$ cat config.mk
export PLATFORM = sky130hd
export DESIGN_NAME = inst_prefetch_buffer_flat
export DESIGN_NICKNAME = d
export VERILOG_FILES = /design/src/rtl/inst_prefetch_buffer_pkg.sv /design/src/rtl/inst_prefetch_buffer_if.sv /design/src/rtl/inst_prefetch_buffer_fifo.sv /design/src/rtl/inst_prefetch_buffer.sv /design/src/flat_wrapper.sv
export SDC_FILE = /design/constraint.sdc
export NUM_CORES = 1
export LEC_CHECK = 0
export BUFFER_PORTS_ARGS = -buffer_cell sky130_fd_sc_hd__buf_2
export CAP_MARGIN = 5
export CORE_MARGIN = 2
export CORE_UTILIZATION = 43
export DETAILED_ROUTE_END_ITERATION = 6
export GPL_TIMING_DRIVEN = 0
export HOLD_SLACK_MARGIN = 0.12
export MAX_ROUTING_LAYER = met4
export SLEW_MARGIN = 0
export SYNTH_ARGS = -nofsm -noshare
export SYNTH_HDL_FRONTEND = slang
export SYNTH_HIERARCHICAL = 1
export SYNTH_SLANG_ARGS = --single-unit
$ cat constraint.sdc
create_clock -name clk -period 9.66 [get_ports clk]
set_input_delay 0.966 -clock clk [delete_from_list [all_inputs] [get_ports clk]]
set_output_delay 0.966 -clock clk [all_outputs]
set_load 0.02 [all_outputs]
$ cat src/rtl/inst_prefetch_buffer_pkg.sv
// Shared types for the instruction prefetch buffer: FIFO entry layout, FSM states, alignment helper.
// Optional statistics counters are enabled with PREFETCH_STATS_EN.
package inst_prefetch_buffer_pkg;

  localparam int unsigned FETCH_WORD_BYTES = 4;

  typedef struct packed {
    logic [31:0] rdata;
    logic [31:0] addr;
  } fetch_entry_t;

  typedef enum logic {
    ST_BOOT = 1'b0,
    ST_RUN  = 1'b1
  } pf_state_e;

  function automatic logic [31:0] word_align(input logic [31:0] a);
    return {a[31:2], 2'b00};
  endfunction

endpackage

$ cat src/rtl/inst_prefetch_buffer_if.sv
// Core-side valid/ready and memory-side req/gnt/rvalid signals of the prefetch buffer.
// master = prefetch buffer, slave = surrounding core and instruction memory.
interface inst_prefetch_buffer_if;
  logic        redirect_i;
  logic [31:0] redirect_addr_i;
  logic        instr_valid_o;
  logic        instr_ready_i;
  logic [31:0] instr_rdata_o;
  logic [31:0] instr_addr_o;
  logic        mem_req_o;
  logic [31:0] mem_addr_o;
  logic        mem_gnt_i;
  logic        mem_rvalid_i;
  logic [31:0] mem_rdata_i;

  modport master (
    input  redirect_i, redirect_addr_i, instr_ready_i, mem_gnt_i, mem_rvalid_i, mem_rdata_i,
    output instr_valid_o, instr_rdata_o, instr_addr_o, mem_req_o, mem_addr_o
  );

  modport slave (
    output redirect_i, redirect_addr_i, instr_ready_i, mem_gnt_i, mem_rvalid_i, mem_rdata_i,
    input  instr_valid_o, instr_rdata_o, instr_addr_o, mem_req_o, mem_addr_o
  );
endinterface

$ cat src/rtl/inst_prefetch_buffer_fifo.sv
// Fetch-entry FIFO: push/pop/flush, head visible combinationally, 1-cycle push-to-head latency.
// Simultaneous push and pop is accepted when full; head reads as zero while empty.
module prefetch_fifo
  import inst_prefetch_buffer_pkg::*;
#(
  parameter int unsigned DEPTH = 4
) (
  input  logic                       clk,
  input  logic                       rst_n,
  input  logic                       push_i,
  input  fetch_entry_t               push_dat_i,
  input  logic                       pop_i,
  input  logic                       flush_i,
  output fetch_entry_t               head_dat_o,
  output logic [$clog2(DEPTH):0]     count_o,
  output logic                       full_o,
  output logic                       empty_o
);
  localparam int unsigned AW = $clog2(DEPTH);
  localparam logic [AW:0] PTR_ONE = 1;

  fetch_entry_t mem_q [DEPTH];
  logic [AW:0]  wr_ptr_q, rd_ptr_q;
  logic         do_push, do_pop;

  assign count_o = wr_ptr_q - rd_ptr_q;
  assign empty_o = (wr_ptr_q == rd_ptr_q);
  assign full_o  = (count_o == (AW+1)'(DEPTH));
  assign do_pop  = pop_i & ~empty_o;
  assign do_push = push_i & (~full_o | do_pop);

  always_ff @(posedge clk or negedge rst_n) begin
    if (!rst_n) begin
      wr_ptr_q <= '0;
      rd_ptr_q <= '0;
    end else if (flush_i) begin
      wr_ptr_q <= '0;
      rd_ptr_q <= '0;
    end else begin
      if (do_push) wr_ptr_q <= wr_ptr_q + PTR_ONE;
      if (do_pop)  rd_ptr_q <= rd_ptr_q + PTR_ONE;
    end
  end

  always_ff @(posedge clk) begin
    if (do_push && !flush_i) mem_q[wr_ptr_q[AW-1:0]] <= push_dat_i;
  end

  // Storage is not reset, so mask the head to keep outputs at zero while empty.
  assign head_dat_o = empty_o ? '0 : mem_q[rd_ptr_q[AW-1:0]];

endmodule

$ cat src/rtl/inst_prefetch_buffer.sv
// Sequential instruction prefetcher with redirect flush; response-to-valid 1 cycle, redirect-to-request 1 cycle.
// Issue is credit-limited by FIFO space and MAX_OUTSTANDING; PREFETCH_STATS_EN adds fetched/dropped counters.
module inst_prefetch_buffer
  import inst_prefetch_buffer_pkg::*;
#(
  parameter int unsigned DEPTH           = 4,
  parameter int unsigned MAX_OUTSTANDING = 2
) (
  input  logic                     clk,
  input  logic                     rst_n,
  input  logic [31:0]              boot_addr,
  inst_prefetch_buffer_if.master   bus
`ifdef PREFETCH_STATS_EN
  ,
  output logic [31:0]              stat_fetched_o,
  output logic [31:0]              stat_dropped_o
`endif
);
  localparam int unsigned OW = $clog2(MAX_OUTSTANDING + 1);
  localparam int unsigned CW = $clog2(DEPTH) + 1;
  localparam int unsigned SW = ((OW > CW) ? OW : CW) + 1;

  pf_state_e    state_q, state_d;
  logic [31:0]  fetch_ptr_q, fetch_ptr_d;
  logic [31:0]  resp_addr_q, resp_addr_d;
  logic [31:0]  hold_addr_q, hold_addr_d;
  logic [OW-1:0] outst_q, outst_d;
  logic [OW-1:0] drop_q, drop_d;
  logic         hold_q, hold_d;
  logic         stale_q, stale_d;

  logic [CW-1:0] fifo_count;
  logic          fifo_full, fifo_empty;
  fetch_entry_t  fifo_head, fifo_in;
  logic [SW-1:0] inflight;
  logic          can_issue, gnt, rsp, push, pop;

  assign inflight  = SW'(fifo_count) + SW'(outst_q) - SW'(drop_q);
  assign can_issue = (state_q == ST_RUN) && (outst_q < OW'(MAX_OUTSTANDING))
                     && (inflight < SW'(DEPTH));

  // A request that was not granted stays on the bus with its original address.
  assign bus.mem_req_o  = hold_q | can_issue;
  assign bus.mem_addr_o = hold_q ? hold_addr_q : fetch_ptr_q;

  assign gnt  = bus.mem_req_o & bus.mem_gnt_i;
  assign rsp  = bus.mem_rvalid_i;
  assign push = rsp & (drop_q == '0) & ~bus.redirect_i & (~fifo_full | pop);
  assign pop  = ~fifo_empty & bus.instr_ready_i & ~bus.redirect_i;

  assign fifo_in = '{rdata: bus.mem_rdata_i, addr: resp_addr_q};

  prefetch_fifo #(.DEPTH(DEPTH)) u_fifo (
    .clk        (clk),
    .rst_n      (rst_n),
    .push_i     (push),
    .push_dat_i (fifo_in),
    .pop_i      (pop),
    .flush_i    (bus.redirect_i),
    .head_dat_o (fifo_head),
    .count_o    (fifo_count),
    .full_o     (fifo_full),
    .empty_o    (fifo_empty)
  );

  assign bus.instr_valid_o = ~fifo_empty;
  assign bus.instr_rdata_o = fifo_head.rdata;
  assign bus.instr_addr_o  = fifo_head.addr;

  always_comb begin
    state_d     = state_q;
    fetch_ptr_d = fetch_ptr_q;
    resp_addr_d = resp_addr_q;
    hold_addr_d = hold_addr_q;
    outst_d     = outst_q;
    drop_d      = drop_q;
    hold_d      = hold_q;
    stale_d     = stale_q;

    unique case (state_q)
      ST_BOOT: begin
        state_d     = ST_RUN;
        fetch_ptr_d = word_align(boot_addr);
        resp_addr_d = word_align(boot_addr);
      end
      default: begin
        outst_d     = outst_q + OW'(gnt) - OW'(rsp);
        hold_d      = bus.mem_req_o & ~bus.mem_gnt_i;
        hold_addr_d = bus.mem_addr_o;
        if (bus.redirect_i) begin
          fetch_ptr_d = word_align(bus.redirect_addr_i);
          resp_addr_d = word_align(bus.redirect_addr_i);
          drop_d      = outst_q - OW'(rsp) + OW'(gnt);
          // A still-pending request now points at the old stream; its data must be dropped.
          stale_d     = hold_d;
        end else begin
          if (gnt && !stale_q) fetch_ptr_d = fetch_ptr_q + 32'(FETCH_WORD_BYTES);
          if (push)            resp_addr_d = resp_addr_q + 32'(FETCH_WORD_BYTES);
          drop_d  = drop_q - OW'(rsp && (drop_q != '0)) + OW'(gnt && stale_q);
          stale_d = stale_q & hold_d;
        end
      end
    endcase
  end

  always_ff @(posedge clk or negedge rst_n) begin
    if (!rst_n) begin
      state_q     <= ST_BOOT;
      fetch_ptr_q <= '0;
      resp_addr_q <= '0;
      hold_addr_q <= '0;
      outst_q     <= '0;
      drop_q      <= '0;
      hold_q      <= 1'b0;
      stale_q     <= 1'b0;
    end else begin
      state_q     <= state_d;
      fetch_ptr_q <= fetch_ptr_d;
      resp_addr_q <= resp_addr_d;
      hold_addr_q <= hold_addr_d;
      outst_q     <= outst_d;
      drop_q      <= drop_d;
      hold_q      <= hold_d;
      stale_q     <= stale_d;
    end
  end

`ifdef PREFETCH_STATS_EN
  logic [31:0] fetched_q, dropped_q;

  always_ff @(posedge clk or negedge rst_n) begin
    if (!rst_n) begin
      fetched_q <= '0;
      dropped_q <= '0;
    end else begin
      if (push && (fetched_q != '1))        fetched_q <= fetched_q + 32'd1;
      if (rsp && !push && (dropped_q != '1)) dropped_q <= dropped_q + 32'd1;
    end
  end

  assign stat_fetched_o = fetched_q;
  assign stat_dropped_o = dropped_q;
`endif

endmodule
$ cat src/flat_wrapper.sv
// flat-port wrapper written by rule: the top's interface ports become plain ports
module inst_prefetch_buffer_flat import inst_prefetch_buffer_pkg::*;
#(
  parameter int unsigned DEPTH           = 4,
  parameter int unsigned MAX_OUTSTANDING = 2
)
  (clk, rst_n, boot_addr, bus_redirect_i, bus_redirect_addr_i, bus_instr_ready_i, bus_mem_gnt_i, bus_mem_rvalid_i, bus_mem_rdata_i, bus_instr_valid_o, bus_instr_rdata_o, bus_instr_addr_o, bus_mem_req_o, bus_mem_addr_o);
  inst_prefetch_buffer_if bus_i ();
  input  logic clk;
  input  logic rst_n;
  input  logic [31:0] boot_addr;
  input wire logic [$bits(bus_i.redirect_i)-1:0] bus_redirect_i;
  input wire logic [$bits(bus_i.redirect_addr_i)-1:0] bus_redirect_addr_i;
  input wire logic [$bits(bus_i.instr_ready_i)-1:0] bus_instr_ready_i;
  input wire logic [$bits(bus_i.mem_gnt_i)-1:0] bus_mem_gnt_i;
  input wire logic [$bits(bus_i.mem_rvalid_i)-1:0] bus_mem_rvalid_i;
  input wire logic [$bits(bus_i.mem_rdata_i)-1:0] bus_mem_rdata_i;
  output wire logic [$bits(bus_i.instr_valid_o)-1:0] bus_instr_valid_o;
  output wire logic [$bits(bus_i.instr_rdata_o)-1:0] bus_instr_rdata_o;
  output wire logic [$bits(bus_i.instr_addr_o)-1:0] bus_instr_addr_o;
  output wire logic [$bits(bus_i.mem_req_o)-1:0] bus_mem_req_o;
  output wire logic [$bits(bus_i.mem_addr_o)-1:0] bus_mem_addr_o;
  assign bus_i.redirect_i = bus_redirect_i;
  assign bus_i.redirect_addr_i = bus_redirect_addr_i;
  assign bus_i.instr_ready_i = bus_instr_ready_i;
  assign bus_i.mem_gnt_i = bus_mem_gnt_i;
  assign bus_i.mem_rvalid_i = bus_mem_rvalid_i;
  assign bus_i.mem_rdata_i = bus_mem_rdata_i;
  assign bus_instr_valid_o = bus_i.instr_valid_o;
  assign bus_instr_rdata_o = bus_i.instr_rdata_o;
  assign bus_instr_addr_o = bus_i.instr_addr_o;
  assign bus_mem_req_o = bus_i.mem_req_o;
  assign bus_mem_addr_o = bus_i.mem_addr_o;
  inst_prefetch_buffer #(.DEPTH(DEPTH), .MAX_OUTSTANDING(MAX_OUTSTANDING)) u_core (.clk(clk), .rst_n(rst_n), .boot_addr(boot_addr), .bus(bus_i));
endmodule
== Word level (Yosys, flattened, before mapping) ==
Memory sizes are Yosys's and may differ from the RTL's.
Cells that the tools add are included.
Cells by class
  add/subtract/negate cells: 13
  $lt $le $gt $ge: 2
  eq/ne operators: 4
  muxes and demuxes: 16
  bitwise logic cells: 17
  reductions and logical operators: 12
Operator list (count)
  $mux W32: 7
  $add A32 B3 Y32 const B: 2
  $mux W64: 1
  $mux W3: 4
  $and A1 B1 Y1: 10
  $add A2 B1 Y2: 3
  $add A3 B1 Y3 const B: 2
  $logic_and A1 B1 Y1: 6
  $ne A3 B3 Y1 const B: 2
  $reduce_bool A2 Y1: 3
  $sub A2 B1 Y2: 3
  $add A3 B2 Y4: 1
  $lt A4 B3 Y1 const B: 1
  $not A1 Y1: 4
  $sub A4 B2 Y4: 1
  $eq A3 B3 Y1: 1
  $eq A3 B3 Y1 const B: 1
  $mux W1: 3
  $or A1 B1 Y1: 3
  $sub A3 B3 Y3: 1
  $logic_not A1 Y1: 2
  $logic_not A2 Y1: 1
  $lt A2 B2 Y1 const B: 1
  $mux W2: 1
Storage, ports and cells
  register bits after elaboration: 109
  memory bits (writable): 256
  bits of input ports: 102
  output and inout bits: 98
  memories kept: 1
Memory list
  u_core.u_fifo.mem_q: words 4, bits a word 64, read ports 1, clocked after Yosys merged registers in 0, wr ports 1, line inst_prefetch_buffer_fifo.sv:22  | fetch_entry_t mem_q [DEPTH];

== Depth between registers and ports, before layout ==
Gate-level depths: netlist (run 1).
  depth after elaboration: 11
  depth in mapped cells: 20
  gate-level depth less buffers: 20

== Hierarchy ==
The synthesis (run 1) kept the hierarchy.
Modules (own cells, without submodules)
  prefetch_fifo: times used 1, cells an instance 456, area an instance 10172.3 µm², sequential area each 7837.5 µm²
  inst_prefetch_buffer: times used 1, cells an instance 596, area an instance 5740.5 µm², sequential area each 2477.4 µm²

== Least setup slack after synthesis (run 1) ==
OpenSTA, ideal clock, no wires.
  path type: register to register
  start: reg u_core.u_fifo.rd_ptr_q[1]
  end: mem u_core/u_fifo/mem_q[0][0] in the netlist's numbering (enable)
  setup time: 0.429 ns
  data arrival time: 3.986 ns
  path slack: 5.245 ns
  stages on the path, launching flop included: 14
  period minus slack after synthesis: 4.415 ns
  path through: dfrtp_1 -> buf_2 -> buf_2 -> inv_1 -> ha_1 -> nand2_1 -> nor2_1 -> clkbuf_1 -> nand2b_1 -> a21o_1 -> inv_1 -> buf_2 -> a21boi_4 -> and3b_1
On the way
  word-level cells in the longest chain between the ends: 10
RTL lines
  start, declared: line inst_prefetch_buffer_fifo.sv:23  | logic [AW:0] wr_ptr_q, rd_ptr_q;
  start signal, assigned: line inst_prefetch_buffer_fifo.sv:41  | if (do_pop) rd_ptr_q <= rd_ptr_q + PTR_ONE;
  $eq A3 B3 Y1: line inst_prefetch_buffer_fifo.sv:27  | assign empty_o = (wr_ptr_q == rd_ptr_q);
  net u_core.fifo_empty: line inst_prefetch_buffer.sv:33  | logic fifo_full, fifo_empty;
  $not A1 Y1: line inst_prefetch_buffer.sv:49  | assign pop = ~fifo_empty & bus.instr_ready_i & ~bus.redirect_i;
  $and A1 B1 Y1 (2 in series): line inst_prefetch_buffer.sv:49
  $or A1 B1 Y1: line inst_prefetch_buffer.sv:48  | assign push = rsp & (drop_q == '0) & ~bus.redirect_i & (~fifo_full | pop);
  $and A1 B1 Y1: line inst_prefetch_buffer.sv:48
  net u_core.push: line inst_prefetch_buffer.sv:36  | logic can_issue, gnt, rsp, push, pop;
  $and A1 B1 Y1: line inst_prefetch_buffer_fifo.sv:30  | assign do_push = push_i & (~full_o | do_pop);
  $logic_and A1 B1 Y1: line inst_prefetch_buffer_fifo.sv:46  | if (do_push && !flush_i) mem_q[wr_ptr_q[AW-1:0]] <= push_dat_i;
  $mux W1: line inst_prefetch_buffer_fifo.sv:46
  $mux W1 (implied by the code): line inst_prefetch_buffer_fifo.sv:46
  end, declared: line inst_prefetch_buffer_fifo.sv:22
The timed path passes the listed nets, and every way through them passes these cells.

== Worst setup path after layout (run 1) ==
  start: reg u_core.u_fifo.wr_ptr_q[0]
  end: out bus_mem_req_o
On the way
  word-level cells in the longest chain between the ends: 6
RTL lines
  start, declared: line inst_prefetch_buffer_fifo.sv:23
  start signal, assigned: line inst_prefetch_buffer_fifo.sv:40  | if (do_push) wr_ptr_q <= wr_ptr_q + PTR_ONE;
  $sub A3 B3 Y3: line inst_prefetch_buffer_fifo.sv:26  | assign count_o = wr_ptr_q - rd_ptr_q;
  net u_core.fifo_count[1]: line inst_prefetch_buffer.sv:32  | logic [CW-1:0] fifo_count;
  $add A3 B2 Y4: line inst_prefetch_buffer.sv:38  | assign inflight = SW'(fifo_count) + SW'(outst_q) - SW'(drop_q);
  $sub A4 B2 Y4: line inst_prefetch_buffer.sv:38
  $lt A4 B3 Y1: line inst_prefetch_buffer.sv:40  | && (inflight < SW'(DEPTH));
  $logic_and A1 B1 Y1: line inst_prefetch_buffer.sv:40
  $or A1 B1 Y1: line inst_prefetch_buffer.sv:43  | assign bus.mem_req_o = hold_q | can_issue;
  end, declared: line flat_wrapper.sv:21  | output wire logic [$bits(bus_i.mem_req_o)-1:0] bus_mem_req_o;
The timed path passes the listed nets, and every way through them passes these cells.

==> out/qor.yml, run 1 <==
p_leak_uw: 0.00710
die_h_um: 196
clock.fmax_ghz: 0.217
io_buffer_count: 195
dr.pass1.iters: 5
grt_pass1_vias: 9893
cp-startpoint: "u_core/u_fifo/wr_ptr_q[0]$_DFFE_PN0P_"
wirelength_mm: 36.5
synthTopCellsByArea: "edfxtp_1 48%, dfrtp_1 17%, mux4_2 9.1%"
cts_tree: "built"
cap_violations: 0
tightest_slew_ns: 0.741
post-route-min-period_ns: 4.62
yosysTopAreaCellShare_pct: 48.3
dr.first_iter.drc_count: 594
routed_via_density: 5.49
ios: 200
dpl.hpwl_mm: 24.8
cp_data_arrival_time_ns: 3.65
worst_setup_path_start_kind: "register"
nFillCells: 3121
clkLatencyLatePin_ns: 0.53
hold_viol: 0
synth_edf_count: 256
numCtsBuffers: 39
overflow: 0
netlist_instances: 1052
ctsResizeCount: 0
wl_per_cell_um: 20.3
fin_nets: 1420
ant_nets: 0
grt_max_degree: 89
clkSinkCount: 361
final_common_cell: "edfxtp_1"
core_area_um2: 36500
place_inst: 1727
synthToLayoutAreaGrowth_pct: 18.3
gp_congestion: 0.825
rows: 70
fin_crit_sh_pct: 47.8
final_cell_mix: "256 x edfxtp_1, 209 x buf_2, 105 x dfrtp_1"
vias: 9865
dieWidth_um: 196
cp_data_required_time_ns: 8.69
drcViolationCount: 0
grt_pass1_wl_mm: 56.8
criticalPathCategory: "reg2out"
hold_slack_ns: 0.270
synth_area_um2: 15900
setup_tns_ns: 0
endpoint_kind: "output pin"
ff_latch_area_um2: 10300
drv_slew: 0
cts_root_buf: "clkbuf_16"
ys_types: 63
setup_viol: 0
synthFlopType: "edfxtp_1"
multi_input_area_um2: 5290
drive_above_1_share_pct: 31.2
ys_warn_count: 6
track_usage_pct: 19.6
synth_top_area_cell: "edfxtp_1"
synth.avg_cell_area_um2: 15.1
holdBufCountCts: 0
reg2reg_to: "u_core/u_fifo/mem_q[0][42]$_DFFE_PP_"
cp_max_fo: 4
clock_skew_ns: 0.0122
clk_pin_slew_ns: 0.06
htreeDepth: 2
rsz0062_at_grt: "false"
instances_no_fill: 1798
post_cts_buffers: 0
power_density_nw_per_um2: 206
synth-seq-cells: 361
status: "finished clean"
peakVddDrop_mv: 0.118
antenna_found_initial: 0
synth-async-reset-ratio_pct: 29.1
start_util_pct: 43.6
r2r.worst_path.cells: 14
timing.rr.start: "u_core/u_fifo/rd_ptr_q[1]$_DFFE_PN0P_"
hp-class: "in2async"
relSlewSlack_pct: 50.6
rrSetupSlack_ns: 5.14
clock_path_buffers: 3
synth_seq_area_share_pct: 64.8
die_area_um2: 38600
antennaDiodeCount: 0
## worst max-delay path by stage
stage / cells after the start / slack [ns] / to
4_1_cts: 14 / 4.99 / u_core/u_fifo/mem_q[0][42]$_DFFE_PP_
5_1_grt: 13 / 4.79 / bus_mem_req_o
2_1_floorplan: 13 / 5.25 / u_core/u_fifo/mem_q[0][0]$_DFFE_PP_
3_3_place_gp: 13 / 3.05 / u_core/u_fifo/mem_q[0][32]$_DFFE_PP_
3_5_place_dp: 14 / 5.00 / u_core/u_fifo/mem_q[0][27]$_DFFE_PP_
6_report: 13 / 5.04 / bus_mem_req_o
## where the power goes
| group | total [µW] | internal (µW) | switching (µW) |
|---|---|---|---|
| clock | 1380 | 796 | 589 |
| sequential | 1860 | 1770 | 88.0 |
| combinational | 634 | 265 | 369 |
## synthesized netlist by cell type (all sizes together), types with 3 or more instances
master	count
a21oi	68
nor2	25
o21a	3
nand3	27
ha	16
nor3	6
and2	13
xor2	17
buf	29
inv	22
edfxtp	256
o31ai	10
o41ai	3
clkbuf	24
mux2	63
and3b	3
a2bb2oi	3
nand2b	11
mux2i	4
nand2	44
o22a	4
nand4	16
mux4	64
o21ai	59
dfrtp	105
nor2b	66
a22oi	29
xnor2	11
and3	22
## sequential cells by signal (all words and copies together), names as in the netlist
register / flops
u_core/outst_q: 2
u_core/stale_q: 1
u_core/hold_q: 1
u_core/resp_addr_q: 30
u_core/u_fifo/mem_q: 256
u_core/drop_q: 2
u_core/fetch_ptr_q: 30
u_core/u_fifo/rd_ptr_q: 3
u_core/hold_addr_q: 32
u_core/u_fifo/wr_ptr_q: 3
u_core/state_q: 1
## cell type report
type,count,share of cell area (%)
flip-flops and latches,361,54.8
plain buffers,53,1.36
clock buffers,53,5.62
multi-input cells,622,28.1
well taps,468,3.11
repair buffers,200,5.91
clock inverters,18,0.631
inverters,23,0.459
## critical path, cell delays in order (launching register included)
cell	delay [ns]
dfrtp_1	0.40
inv_1	0.11
ha_1	0.22
fa_1	0.48
inv_1	0.07
inv_1	0.04
fa_1	0.47
inv_1	0.04
ha_1	0.27
and3b_1	0.23
nor2_1	0.13
mux2i_1	0.32
nand2_1	0.15
buf_2	0.18
## per-stage QoR
| step | total power (µW) | utilization (%) | worst slack (ns) | area, µm² |
|---|---|---|---|---|
| after detailed placement | 2530 | 48.3 | 5.00 | 17600 |
| final | 3880 | 51.5 | 5.04 | 18800 |
| after global routing | 4050 | 51.5 | 4.79 | 18800 |
| after floorplan | 2300 | - | 5.25 | 15900 |
| after CTS | 3920 | 51.5 | 4.99 | 18800 |
| after global placement | 2520 | 47.9 | 3.05 | 17500 |
## per-layer routing
metal  routed length (µm)  vias to the layer above  global-route usage [%]
met1                17300                     4963                    27.9
met5                    0                        -                       -
li1                     -                     4546                       -
met4                  691                        0                    4.69
met2                16800                      296                    30.2
met3                 1780                       60                    2.67
## cell families after synthesis
group                    Yosys count  synth area share (%)
multiplexers                     131                  13.8
flip-flops                       361                  64.8
AND/OR/NAND/NOR                  242                  8.52
adder cells (fa/ha/maj)           18                  1.51
AO/OA/AOI/OAI                    193                  7.45
buffers and inverters             76                  2.15
XOR/XNOR                          29                  1.70
other                              2                0.0472
Note: power is estimated with default switching activity, not from simulation.
==> run 2, diff against run 1 <==
clock period = 4.6 ns   (was 9.66 ns; I/O delays follow)
==> out/qor.yml, run 2 (synthesis gave the netlist of run 1 again) <==
cp_data_required_time_ns: 4.80  # was 8.69 ns
vias: 9864  # was 9,865
rsz0062_at_grt: "false"  # unchanged
tightest_slew_ns: 0.754  # was 0.741 ns
track_usage_pct: 19.7  # was 19.6%
utilization_pct: 51.7  # was 51.5%
hp-class: "in2reg"  # was in2async
holdPathEnd: "u_core/u_fifo/mem_q[3][63]$_DFFE_PP_"
gp_congestion: 0.825  # unchanged
grt_pass1_vias: 9901  # was 9,893
endpoint_kind: "register"  # was output pin
dpl.hpwl_mm: 24.8  # unchanged
clock_path_buffers: 3  # unchanged
p_leak_uw: 0.00713  # was 0.00710 µW
reg2reg_to: "u_core/u_fifo/mem_q[1][23]$_DFFE_PP_"  # was u_core/u_fifo/mem_q[0][42]$_DFFE_PP_
die_area_um2: 38600  # unchanged
ant_nets: 0  # unchanged
status: "finished clean"  # unchanged
worst_setup_path_start_kind: "register"  # unchanged
hold_viol: 0  # unchanged
setup_viol: 0  # unchanged
wl_per_cell_um: 20.4  # was 20.3 µm
dp_slack_ns: -0.0613  # was 5.00 ns
dieWidth_um: 196  # unchanged
core_area_um2: 36500  # unchanged
ff_latch_area_um2: 10300  # unchanged
largest_reg_flops: 256  # unchanged
cts_tree: "built"  # unchanged
clkSinkCount: 361  # unchanged
cap_violations: 0  # unchanged
drive_above_1_share_pct: 31.3  # was 31.2%
start_util_pct: 43.6  # unchanged
io_buffer_count: 195  # unchanged
multi_input_area_um2: 5300  # was 5290 µm²
routed_via_density: 5.47  # was 5.49
criticalPathCategory: "reg2reg"  # was reg2out
clock.fmax_ghz: 0.232
relSlewSlack_pct: 49.8  # was 50.6%
min_from: "bus_mem_rdata_i[31]"
cts_root_buf: "clkbuf_16"  # unchanged
dr.first_iter.drc_count: 590  # was 594
rows: 70  # unchanged
numCtsBuffers: 39  # unchanged
peakVddDrop_mv: 0.248  # was 0.118 mV
nFillCells: 3114  # was 3,121
htreeDepth: 2  # unchanged
rrSetupSlack_ns: 0.30  # was 5.14 ns
drcViolationCount: 0  # unchanged
grt_pass1_wl_mm: 57.1  # was 56.8 mm
wirelength_mm: 36.9  # was 36.5 mm
grt_max_degree: 89  # unchanged
final_cell_mix: "256 x edfxtp_1, 208 x buf_2, 105 x dfrtp_1"  # was 256 x edfxtp_1, 209 x buf_2, 105 x dfrtp_1
setup_tns_ns: 0  # unchanged
clk_pin_slew_ns: 0.06  # about the same
power_density_nw_per_um2: 432  # was 206 nW/µm²
synthToLayoutAreaGrowth_pct: 18.6  # was 18.3%
cp_max_fo: 51  # was 4
clock_skew_ns: 0.0123  # was 0.0122 ns
antenna_found_initial: 0  # unchanged
fin_crit_sh_pct: 93.6
final_common_cell: "edfxtp_1"  # unchanged
min_delay_path_depth: 1
fin_ws_ns: 0.296  # was 5.04 ns
antennaDiodeCount: 0  # unchanged
ios: 200  # unchanged
total_power_uw: 8160  # was 3880 µW
drv_slew: 0  # unchanged
post-route-min-period_ns: 4.30
overflow: 0  # unchanged
fin_nets: 1425  # was 1,420
r2r.worst_path.cells: 15  # was 14
clkLatencyLatePin_ns: 0.53  # about the same
timing.rr.start: "u_core/u_fifo/rd_ptr_q[1]$_DFFE_PN0P_"  # unchanged
cp_data_arrival_time_ns: 4.50  # was 3.65 ns
dr.pass1.iters: 5  # unchanged
die_h_um: 196  # unchanged
==> run 2: cell types whose count changed in the layout (fill, tap and decap cells not counted) <==
cell | previous run | this run
clkbuf_4 | 0 | 1
dlygate4sd3_1 | 0 | 2
buf_2 | 209 | 208
and3b_2 | 0 | 1
buf_4 | 8 | 10
==> run 2: layout make-up <==
cell class	count	area share [%]
multi-input combinational	623	28.1
inverter	23	0.457
clock inverter	18	0.630
clock buffer	53	5.61
tap	468	3.10
timing repair buffer	204	6.08
sequential	361	54.7
buffer	53	1.37
==> run 2: worst max path at each step <==
stage	cells after the start	startpoint	endpoint	slack, ns
final	15	u_core/u_fifo/rd_ptr_q[1]$_DFFE_PN0P_	u_core/u_fifo/mem_q[1][23]$_DFFE_PP_	0.30
after global placement	13	u_core/u_fifo/rd_ptr_q[1]$_DFFE_PN0P_	u_core/u_fifo/mem_q[0][32]$_DFFE_PP_	-2.01
after detailed placement	14	u_core/u_fifo/rd_ptr_q[1]$_DFFE_PN0P_	u_core/u_fifo/mem_q[0][27]$_DFFE_PP_	-0.06
after CTS	14	u_core/u_fifo/rd_ptr_q[1]$_DFFE_PN0P_	u_core/u_fifo/mem_q[0][42]$_DFFE_PP_	0.08
after floorplan	13	u_core/u_fifo/rd_ptr_q[1]$_DFFE_PN0P_	u_core/u_fifo/mem_q[0][0]$_DFFE_PP_	0.19
after global routing	15	u_core/u_fifo/rd_ptr_q[1]$_DFFE_PN0P_	u_core/u_fifo/mem_q[3][17]$_DFFE_PP_	0.01
==> run 2: per-layer routing <==
layer | routed length [µm] | track usage (%)
met3 | 1840 | 2.67
met4 | 658 | 4.69
met2 | 17000 | 30.5
met5 | 0 | -
met1 | 17400 | 27.9
==> run 2: per-stage QoR <==
stage / cells / instance area (µm²) / hold slack [ns]
finish: 1803 / 18900 / 0.142
global route: 1803 / 18900 / 0.126
CTS: 1801 / 18900 / 0.120
detailed placement: 1727 / 17600 / 0.312
global placement: 1722 / 17500 / 0.462
floorplan: 1059 / 15900 / 0.164
==> run 2: repair_timing <==
item,CTS,global route
gates resized for setup,1,1
endpoints found under the hold margin,23,0
setup buffers,0,2
cloned,1,0
setup endpoints to repair,34,140
hold buffers,2,0
pin swaps,1,1
==> run 2: power by group <==
| group | switching [µW] | internal (µW) | total (µW) |
|---|---|---|---|
| logic | 779 | 561 | 1340 |
| clock network | 1240 | 1670 | 2910 |
| registers | 185 | 3720 | 3910 |
==> run 2: worst max-delay path, cell delays in order, from the launching register on <==
cell and delay (ns):
dfrtp_1 0.49, buf_2 0.32, clkbuf_4 0.30, inv_1 0.07, ha_1 0.27, nand2_1 0.12, nor2_1 0.08, clkbuf_1 0.28
nand2b_1 0.28, a21o_1 0.29, inv_1 0.14, buf_2 0.29, nand2b_1 0.09, a21oi_1 0.23, and2_4 0.36, buf_16 0.31
==> run 3, diff against run 2 <==
RECOVER_POWER = 100   (was unset)
==> out/qor.yml, run 3 (synthesis gave the netlist of run 1 again) <==
track_usage_pct: 19.7  # unchanged
tightest_slew_ns: 2.29  # was 0.754 ns
final_cell_mix: "256 x edfxtp_1, 170 x clkbuf_1, 105 x dfrtp_1"  # was 256 x edfxtp_1, 208 x buf_2, 105 x dfrtp_1
clk_pin_slew_ns: 0.06  # about the same
clock_skew_ns: 0.0129  # was 0.0123 ns
gp_congestion: 0.825  # unchanged
peakVddDrop_mv: 0.246  # was 0.248 mV
vias: 9865  # was 9,864
dr.first_iter.drc_count: 623  # was 590
cp_data_required_time_ns: 4.77  # was 4.80 ns
dieWidth_um: 196  # unchanged
post-route-min-period_ns: 4.30  # about the same
cp_max_fo: 34  # was 51
antennaDiodeCount: 0  # unchanged
clock.fmax_ghz: 0.232  # about the same
routed_via_density: 5.47  # about the same
fin_crit_sh_pct: 93.5  # was 93.6%
postLayoutCellArea_um2: 18600  # was 18,900 µm²
drive_above_1_share_pct: 20.9  # was 31.3%
relSlewSlack_pct: -52.9  # was 49.8%
rsz0062_at_grt: "false"  # unchanged
cts_root_buf: "clkbuf_16"  # unchanged
dpl.hpwl_mm: 24.8  # unchanged
final_common_cell: "edfxtp_1"  # unchanged
grt_max_degree: 89  # unchanged
io_buffer_count: 195  # unchanged
dp_slack_ns: -0.0613  # unchanged
p_leak_uw: 0.00661  # was 0.00713 µW
clock_path_buffers: 3  # unchanged
criticalPathCategory: "reg2reg"  # unchanged
core_area_um2: 36500  # unchanged
clkLatencyLatePin_ns: 0.53  # about the same
ios: 200  # unchanged
drv_slew: 89  # was 0
hp-class: "in2reg"  # unchanged
overflow: 0  # unchanged
largest_reg_flops: 256  # unchanged
numCtsBuffers: 39  # unchanged
start_util_pct: 43.6  # unchanged
grt_pass1_wl_mm: 57.1  # unchanged
worst_setup_path_start_kind: "register"  # unchanged
status: "complete, but fails checks"  # was finished clean
cp_data_arrival_time_ns: 4.47  # was 4.50 ns
clkSinkCount: 361  # unchanged
wl_per_cell_um: 20.5  # was 20.4 µm
total_power_uw: 8090  # was 8160 µW
die_h_um: 196  # unchanged
die_area_um2: 38600  # unchanged
fin_ws_ns: 0.298  # was 0.296 ns
hold_viol: 0  # unchanged
rows: 70  # unchanged
nFillCells: 3170  # was 3,114
place_area_um2: 17600  # unchanged
drcViolationCount: 0  # unchanged
synthToLayoutAreaGrowth_pct: 16.9  # was 18.6%
endpoint_kind: "register"  # unchanged
power_density_nw_per_um2: 435  # was 432 nW/µm²
violations: "capacitance limit, slew limit"
grt_pass1_vias: 9901  # unchanged
antenna_found_initial: 0  # unchanged
dr.pass1.iters: 5  # unchanged
cap_violations: 1  # was 0
htreeDepth: 2  # unchanged
wirelength_mm: 36.9  # about the same
cts_tree: "built"  # unchanged
fin_nets: 1425  # unchanged
setup_viol: 0  # unchanged
ant_nets: 0  # unchanged
## run 3: cell count changes in the layout (fill, tap and decap cells not counted), moves of 3 or more
cell / delta
buf_1: -3
buf_16: -4
buf_2: -128
buf_4: -3
clkbuf_1: +135
mux2_1: +4
o21ai_0: +16
o21ai_1: -15
## run 3: per-stage QoR
step                      hold slack (ns)  utilization, %  std cells  TNS, ns
after floorplan                     0.164               -       1059        0
after global placement              0.462            47.9       1722  -500.50
after detailed placement            0.312            48.3       1727    -1.95
after CTS                           0.120            51.6       1801        0
after global routing                0.182            50.9       1803        0
final                               0.179            50.9       1803        0
## run 3: final timing paths
| check | from | end | slack (ns) | depth (start not counted) |
|---|---|---|---|---|
| max | u_core/u_fifo/rd_ptr_q[1]$_DFFE_PN0P_ | u_core/u_fifo/mem_q[0][42]$_DFFE_PP_ | 0.30 | 14 |
| min | bus_mem_gnt_i | u_core/hold_q$_DFFE_PN0P_ | 0.18 | 2 |
| max reg2reg | u_core/u_fifo/rd_ptr_q[1]$_DFFE_PN0P_ | u_core/u_fifo/mem_q[0][42]$_DFFE_PP_ | 0.30 | 14 |
| min reg2reg | u_core/hold_addr_q[1]$_DFFE_PN0P_ | u_core/hold_addr_q[1]$_DFFE_PN0P_ | 0.48 | 1 |
| max in group asynchronous | rst_n | u_core/resp_addr_q[13]$_DFFE_PN0P_ | 1.21 | 3 |
| min in group asynchronous | rst_n | u_core/hold_addr_q[0]$_DFFE_PN0P_ | 0.62 | 2 |
## run 3: repair_timing
item,in CTS,in global routing
hold buffers,2,0
cloned,1,0
hold endpoints to repair,23,0
buffers inserted,0,2
pin swaps,1,1
endpoints found under the setup margin,34,140
gates resized for setup,1,1
## run 3: critical path: stages (launching register included)
cell	delay [ns]
dfrtp_1	0.48
buf_2	0.32
clkbuf_4	0.30
inv_1	0.07
ha_1	0.27
nand2_1	0.10
nor2_1	0.07
clkbuf_1	0.28
nand2b_1	0.28
a21o_1	0.29
inv_1	0.14
buf_2	0.29
a21boi_4	0.31
and3b_4	0.24
buf_4	0.45
## run 3: power by group
part	switching, µW	leakage [µW]	internal, µW
sequential	185	0.00365	3720
combinational	774	0.00239	503
clock	1240	0.000574	1670
total	2190	0.00661	5900
## run 3: area by class of cell
class	instances	area (µm²)	share of cell area, %
Buffer	53	243	1.30
Sequential cell	361	10300	55.4
Timing Repair Buffer	204	923	4.96
Clock inverter	18	119	0.639
Inverter	23	86.3	0.464
Tap cell	468	586	3.15
Multi-Input combinational cell	623	5270	28.3
Clock buffer	53	1060	5.69
## run 3: metal layers
layer	vias up	GRT usage, %	wire length (µm)
met5	-	-	0
met3	57	2.67	1920
met4	0	4.69	684
met2	293	30.5	17100
li1	4549	-	-
met1	4966	27.9	17200
